**src/rtl/rng_pkg.sv**
```systemverilog
// Shared types and constants for the random-byte transmit FIFO.
package rng_pkg;

  typedef enum logic [1:0] {
    IDLE      = 2'd0,
    WAIT_BUSY = 2'd1,
    WAIT_DONE = 2'd2
  } tx_state_e;

  localparam logic [15:0] DROP_SAT = 16'hFFFF;

  function automatic logic [15:0] sat_inc(input logic [15:0] v);
    return (v == DROP_SAT) ? v : v + 16'd1;
  endfunction

endpackage

```
**src/rtl/sync_fifo.sv**
```systemverilog
// Byte-wide synchronous FIFO; pointers wrap modulo DEPTH, level tracks occupancy.
module sync_fifo #(
  parameter int DEPTH = 16,
  parameter int AW    = $clog2(DEPTH)
) (
  input  logic        clk,
  input  logic        rst,
  input  logic        push,
  input  logic        pop,
  input  logic [7:0]  din,
  output logic [7:0]  dout,
  output logic [AW:0] level,
  output logic        full,
  output logic        empty
);

  localparam logic [AW:0] FULL_LVL = (AW+1)'(DEPTH);

  logic [7:0]    mem [DEPTH];
  logic [AW-1:0] wr_ptr, rd_ptr;
  logic          do_push, do_pop;

  assign full    = (level == FULL_LVL);
  assign empty   = (level == '0);
  assign do_pop  = pop && !empty;
  // A push into a full FIFO is fine when the head leaves in the same cycle.
  assign do_push = push && (!full || do_pop);
  assign dout    = mem[rd_ptr];

  always_ff @(posedge clk) begin
    if (rst) begin
      wr_ptr <= '0;
      rd_ptr <= '0;
      level  <= '0;
    end else begin
      if (do_push) wr_ptr <= wr_ptr + 1'b1;
      if (do_pop)  rd_ptr <= rd_ptr + 1'b1;
      case ({do_push, do_pop})
        2'b10:   level <= level + 1'b1;
        2'b01:   level <= level - 1'b1;
        default: level <= level;
      endcase
    end
  end

  always_ff @(posedge clk) begin
    if (do_push && !rst) mem[wr_ptr] <= din;
  end

endmodule

```
**src/rtl/rng_tx_fifo.sv**
```systemverilog
// Buffers random bytes and feeds them to a UART through a start/busy handshake.
module rng_tx_fifo
  import rng_pkg::*;
#(
  parameter int DEPTH        = 16,
  parameter int BUSY_TIMEOUT = 4
) (
  input  logic                     CLK,
  input  logic                     rst,
  input  logic                     in_valid,
  input  logic [7:0]               in_byte,
  input  logic                     tx_busy,
  output logic                     tx_start,
  output logic [7:0]               tx_byte,
  output logic [$clog2(DEPTH):0]   level,
  output logic                     overflow,
  output logic [15:0]              drop_count
);

  localparam int             CW      = $clog2(BUSY_TIMEOUT) + 1;
  localparam logic [CW-1:0]  TO_LAST = CW'(BUSY_TIMEOUT - 1);

  tx_state_e     state, state_nxt;
  logic [CW-1:0] cnt, cnt_nxt;
  logic          pop, push, drop, full, empty;
  logic [7:0]    head;

  assign push = in_valid && (!full || pop);
  assign drop = in_valid && full && !pop;

  sync_fifo #(.DEPTH(DEPTH)) u_fifo (
    .clk   (CLK),
    .rst   (rst),
    .push  (push),
    .pop   (pop),
    .din   (in_byte),
    .dout  (head),
    .level (level),
    .full  (full),
    .empty (empty)
  );

  always_comb begin
    state_nxt = state;
    cnt_nxt   = cnt;
    pop       = 1'b0;
    case (state)
      IDLE: begin
        if (!empty && !tx_busy) begin
          pop       = 1'b1;
          state_nxt = WAIT_BUSY;
          cnt_nxt   = '0;
        end
      end
      WAIT_BUSY: begin
        // A UART that never raises busy still gets its byte counted as sent.
        if (tx_busy)              state_nxt = WAIT_DONE;
        else if (cnt == TO_LAST)  state_nxt = IDLE;
        else                      cnt_nxt   = cnt + 1'b1;
      end
      WAIT_DONE: begin
        if (!tx_busy) state_nxt = IDLE;
      end
      default: state_nxt = IDLE;
    endcase
  end

  always_ff @(posedge CLK) begin
    if (rst) begin
      state      <= IDLE;
      cnt        <= '0;
      tx_start   <= 1'b0;
      tx_byte    <= 8'h00;
      overflow   <= 1'b0;
      drop_count <= 16'h0000;
    end else begin
      state    <= state_nxt;
      cnt      <= cnt_nxt;
      tx_start <= pop;
      if (pop) tx_byte <= head;
      if (drop) begin
        overflow   <= 1'b1;
        drop_count <= sat_inc(drop_count);
      end
    end
  end

endmodule

```
**config.mk**
```make
export PLATFORM = sky130hd
export DESIGN_NAME = rng_tx_fifo
export DESIGN_NICKNAME = d
export VERILOG_FILES = /design/src/rtl/rng_pkg.sv /design/src/rtl/sync_fifo.sv /design/src/rtl/rng_tx_fifo.sv
export SDC_FILE = /design/constraint.sdc
export NUM_CORES = 1
export LEC_CHECK = 0
export CAP_MARGIN = 40
export CORE_ASPECT_RATIO = 1.4
export CORE_MARGIN = 8
export CORE_UTILIZATION = 66
export CTS_BUF_LIST = sky130_fd_sc_hd__clkbuf_8
export DETAILED_ROUTE_END_ITERATION = 10
export GPL_TIMING_DRIVEN = 0
export PLACE_DENSITY = 0.85
export SYNTH_ARGS = -nofsm -noshare
export SYNTH_HDL_FRONTEND = slang
export SYNTH_SLANG_ARGS = --single-unit
export TNS_END_PERCENT = 1
```
**constraint.sdc**
```tcl
create_clock -name CLK -period 6.8 [get_ports CLK]
set_input_delay 1.36 -clock CLK [delete_from_list [all_inputs] [get_ports CLK]]
set_output_delay 1.36 -clock CLK [all_outputs]
set_load 0.005 [all_outputs]
```
# == After elaboration in Yosys (flattened, before gate mapping) ==
# Memories as Yosys holds them, arrays and structs flattened. A register that Yosys moved wholly into a read port is not among the register bits.
# Index checks and enable logic that the tools add are counted.
# word_totals
ram_bits,128
output_inout_bits,31
register_bits,36
mem_count,1
# classes
n_eq_ne,12
add_sub_neg,6
n_bitwise,1
muxes,14
n_reduce_logical,21
# mem_list
memory,words,width,rd,rd_clocked_by_memory_dff,write_ports,line,text
u_fifo.mem,16,8,1,1,1,sync_fifo.sv:19,logic [7:0] mem [DEPTH];
# ops
cell,n
$add 16x1->16 const B,1
$eq 16x16->1 const B,1
$pmux 5 s2,1
$mux 3,3
$add 4x1->4 const B,2
$mux 2,4
$ne 2x2->1 const B,4
$logic_and 1x1->1,7
$pmux 2 s3,1
$pmux 3 s2,1
$add 5x1->5 const B,1
$eq 5x5->1 const B,1
$logic_not 1->1,5
$logic_not 5->1,1
$sub 5x1->5 const B,1
$eq 2x1->1 const B,2
$eq 2x2->1 const B,2
$mux 1,4
$reduce_and 4->1,1
$reduce_bool 2->1,2
$add 3x1->3 const B,1
$eq 3x2->1 const B,1
$ne 3x3->1 const B,1
$reduce_and 3->1,1
4 further kinds,5

# == Depth between registers and ports, before layout ==
# logic_depth
ltp_word,11
depth_mapped,12

# == Hierarchy ==
# A second synthesis with hierarchy kept.
# hier_totals
cells_unflattened,492
area_unflattened_um2,7220.7
# by_module_without_submodules
module,n_inst,area_each_um2,seq_area_each_um2,cells_each
sync_fifo,1,5830.6,4184.0,327
rng_tx_fifo,1,1390.1,620.6,165

# == Worst setup path after synthesis ==
# Ideal clock, no wire load.
# synth_path
kind,input to register
startpoint,input tx_busy
endpoint,register u_fifo.level[4]
cell_stages,12
n_path_buf,1
arrival_ns,3.698
slack_ns,3.031
required_ns,6.730
cell_sequence,nor3_1 > o21ai_2 > inv_1 > clkbuf_1 > ha_1 > inv_1 > fa_1 > nor2b_1 > o21ai_0 > and3_1 > or4_1 > a21oi_1
# synth_via
elab_chain_cells,9
word_cells_on_any_way,13
classes_between,2 x eq/ne; 3 x mux; 8 x reduce/logical
# synth_lines
item,line,text
from (decl),rng_tx_fifo.sv:12,"input logic tx_busy,"
$logic_not 1->1 (*),--,
$logic_and 1x1->1 (*),rng_tx_fifo.sv:49,if (!empty && !tx_busy) begin
$mux 1 (*),rng_tx_fifo.sv:49,
$mux 1 (*),rng_tx_fifo.sv:47,case (state)
$logic_and 1x1->1 (*),sync_fifo.sv:25,assign do_pop = pop && !empty;
named net u_fifo.do_pop,sync_fifo.sv:21,"logic do_push, do_pop;"
$logic_or 1x1->1,sync_fifo.sv:27,assign do_push = push && (!full || do_pop);
$logic_and 1x1->1,sync_fifo.sv:27,
$eq 2x1->1 / $eq 2x2->1 (equally long branches),sync_fifo.sv:38,"case ({do_push, do_pop})"
$pmux 5 s2 / $reduce_bool 2->1 (equally long branches),--,
to (signal assigned),sync_fifo.sv:39,2'b10: level <= level + 1'b1;
to (signal assigned),sync_fifo.sv:40,2'b01: level <= level - 1'b1;
to (signal assigned),sync_fifo.sv:41,default: level <= level;
to (decl),sync_fifo.sv:12,"output logic [AW:0] level,"
# The timed path passes the listed nets; every way through them passes the cells marked *.
# A chain may end at the register's enable or synchronous reset.

# == Final worst setup path ==
# Same ends and word-level chain as after synthesis.

==> reports/qor.txt <==
status -> completed
post-synthesis adder-cell area fraction -> 0.0241
vias in the first global route -> 4800
Cells after Synth -> 519
area added between synthesis and finish -> 15.0%
top cells by count, synth -> edfxtp_1, mux2i_1, nor2_1
ratio of cells with drive above 1 in the final layout -> 0.0787
cell area power density -> 314 mW/mm2
Die Area -> 0.0143 mm2
hpwl dp -> 11.1 mm
RSZ-0062 raised after global routing -> false
Synth Flop Type -> edfxtp_1
syn_nets -> 544
Flop pwr share -> 0.484
dpl ws -> 1.92 ns
H-tree Lvls -> 4
drt wl/cell -> 22.2 um
CTS Buf Count -> 17
number of antenna diodes -> 0
EDFF count, synth -> 128
critical path's largest stage delay -> 0.49 ns
initial core utilization -> 0.679
MaxCap Viol Count -> 0
critical path peak fanout -> 10
combinational power share -> 0.206
synth top area cells -> edfxtp_1, dfxtp_1, mux2i_1
f_max -> 0.223 GHz
normalized max-slew margin -> 0.442
CTS Hold Bufs -> 0
clock skew -> 0.0106 ns
Post-synth ARST share -> 0
IR drop worst, VDD -> 280 uV
Slew @ Worst Pin -> 0.834 ns
Critical Path AT -> 4.84 ns
Hold Violations, Final -> 0
Post-Synth XOR/XNOR Area -> 0.0235
syn_area_per_cell -> 13.6 um2
via count -> 4638
Pins Over Slew Limit -> 0
crit path buf inv count -> 4
post-synth top area cell -> edfxtp_1
worst endpoint required time -> 7.17 ns
core region area -> 0.0104 mm2
Detailed Route WL -> 16.3 mm
Cell Area, Synth -> 0.00707 mm2
startpoint types -> input pin
CP delay by family, top -> buffers and inverters
placed cell area -> 0.00768 mm2
Setup Viol. Count Final -> 0
largest family of logic cells by synthesized area -> simple AND/OR/NAND/NOR gates
Storage cell area -> 0.00472 mm2
DIE WIDTH -> 103 um
first-pass GRT wire length -> 25.0 mm
most used cell, CP -> inv_1
internal power -> 1860 uW
Lkg Pwr -> 0.00258 uW
register area share after synthesis -> 0.668
HP Class -> reg2reg
Clk pin slew, worst setup/hold paths -> 0.08 ns
clk sinks -> 172
gr ovfl total -> 0
Final min period -> 4.48 ns
FP Rows -> 44
Placer Congestion -> 0.830
clock power share -> 0.310
CP endpoint kind -> flip-flop
Pre-antenna DRT Iters -> 5
most common cell in the synthesized netlist -> edfxtp_1
I/O Pins -> 43
slowest CP cell -> clkdlybuf4s50_1
initial antenna violation count -> 0
nets@finish -> 609
fin area -> 0.00813 mm2
crit path kind -> in2reg
Die Y-Extent -> 138 um
Total GRT Usage -> 0.236
Worst Setup Slack, final -> 2.32 ns
Yosys warning total -> 0
Final Cycle Share -> 0.658
Fillers -> 599
Synth Area in Simple Gates -> 0.100
area of the multi-input gates -> 0.00218 mm2
crit-path cells -> clkdlybuf4s50_1 -> nor3_1 -> o21ai_2 -> inv_1 -> clkbuf_1 -> ha_1 -> inv_1 -> fa_1 -> nor2b_1 -> o21ai_0 -> and3_1 -> or4_1 -> a21oi_1
clock latency on the worst-skew pair -> 0.45 ns
DRC Markers -> 0
antenna-violating nets left -> 0
cts repair resizes -> 0
count of different cell masters after synthesis -> 42
drt initial violations -> 264
via/cell ratio -> 6.31
number of synthesized register bits -> 172
CTS tree -> built
share of the synthesized area in the top cell type -> 0.544
Fin Setup TNS -> 0 ns
Psw -> 687 uW
Clk Tree Root Cell -> clkbuf_8
buffer count from post-CTS setup fixing -> 0
Compound-Gate Fraction of Synth Area -> 0.0655
sw frac -> 0.269
largest net degree at the start of global routing -> 17
multiplexer area fraction after synthesis -> 0.0951
PortBufs -> 42
worst-case clock buffer depth -> 2
==> placed cells by master (no fill, tap or decap), types with 2 or more instances in the layout <==
| cell | count |
|---|---|
| nor3_1 | 10 |
| a21oi_1 | 15 |
| xor2_1 | 5 |
| or3_1 | 3 |
| a21o_1 | 2 |
| nor2_1 | 53 |
| or2_2 | 4 |
| buf_2 | 12 |
| or4_1 | 5 |
| mux2i_1 | 66 |
| and3_1 | 3 |
| and4_1 | 2 |
| clkbuf_1 | 17 |
| o21ai_0 | 2 |
| clkdlybuf4s50_1 | 42 |
| nand2b_1 | 5 |
| nor2b_1 | 3 |
| clkinv_2 | 2 |
| nand4_1 | 7 |
| inv_1 | 20 |
| edfxtp_1 | 128 |
| a211oi_1 | 12 |
| dfxtp_1 | 44 |
| nand2_1 | 14 |
| bufinv_16 | 5 |
| o31ai_1 | 3 |
| nand3_1 | 7 |
| nor4_1 | 10 |
| clkbuf_8 | 19 |
| ha_1 | 12 |
| nand3b_1 | 4 |
| xnor2_1 | 14 |
| a2111oi_0 | 2 |
| o22ai_1 | 32 |
==> worst register-to-register path, delay by kind of cell, from the launching register on <==
kind | cells | cell delay [ns]
compound gates | 3 | 0.53
fa+ha+maj | 2 | 0.69
buf+inv | 3 | 0.55
flops | 1 | 0.39
simple gates | 4 | 1.36
==> state kept, by name, summed over array words and instances (netlist names) <==
name,cells
cnt,3
drop_count,16
overflow,1
state,2
tx_byte,8
tx_start,1
u_fifo.level,5
u_fifo.mem,128
u_fifo.rd_ptr,4
u_fifo.wr_ptr,4
==> layout make-up <==
type | count | area share
clock inverter | 13 | 0.0225
timing repair buffer | 46 | 0.0542
clock buffer | 19 | 0.0322
sequential | 172 | 0.581
buffer | 26 | 0.0132
tap | 138 | 0.0213
inverter | 15 | 0.00693
multi-input combinational | 306 | 0.268
==> final timing paths <==
path | start | end | slack [ns] | cells past startpoint
hold reg to reg | overflow$_SDFFE_PP0P_ | overflow$_SDFFE_PP0P_ | 0.48 | 2
setup reg to reg | u_fifo.level[0]$_SDFFE_PP0P_ | u_fifo.level[4]$_SDFFE_PP0P_ | 3.21 | 12
setup / recovery | tx_busy | u_fifo.level[4]$_SDFFE_PP0P_ | 2.32 | 13
hold / removal | overflow$_SDFFE_PP0P_ | overflow$_SDFFE_PP0P_ | 0.48 | 2
==> per-layer routing <==
| metal | wire (um) | vias to the layer above | track usage |
|---|---|---|---|
| li1 | - | 2087 | - |
| met1 | 5950 | 2280 | 0.249 |
| met2 | 8520 | 215 | 0.394 |
| met3 | 945 | 56 | 0.0628 |
| met4 | 909 | 0 | 0.159 |
| met5 | 0 | - | 0 |
==> logic make-up (layout without fill, tap and decap cells) <==
family / Yosys count / in the layout
fa+ha+maj: 13 / 13
xor+xnor: 19 / 19
mux: 67 / 67
buf+inv: 41 / 119
simple gates: 135 / 135
compound gates: 72 / 72
flops: 172 / 172
==> power groups by stage <==
| stage | registers, uW | logic [uW] | clock network [uW] |
|---|---|---|---|
| finish | 1230 | 526 | 790 |
| global route | 1240 | 576 | 824 |
| CTS | 1230 | 527 | 792 |
| detailed placement | 1260 | 521 | 0 |
| global placement | 1250 | 495 | 0 |
| floorplan | 1250 | 323 | 0 |
==> stage by stage <==
| step | instances | hold WS (ns) | utilization | total power [uW] |
|---|---|---|---|---|
| CTS | 735 | 0.484 | 0.781 | 2550 |
| global placement | 699 | 0.439 | 0.736 | 1750 |
| global route | 735 | 0.511 | 0.781 | 2640 |
| floorplan | 519 | 0.442 | - | 1580 |
| detailed placement | 703 | 0.468 | 0.738 | 1780 |
| finish | 735 | 0.477 | 0.781 | 2550 |
(Power assumes the default switching activity.)
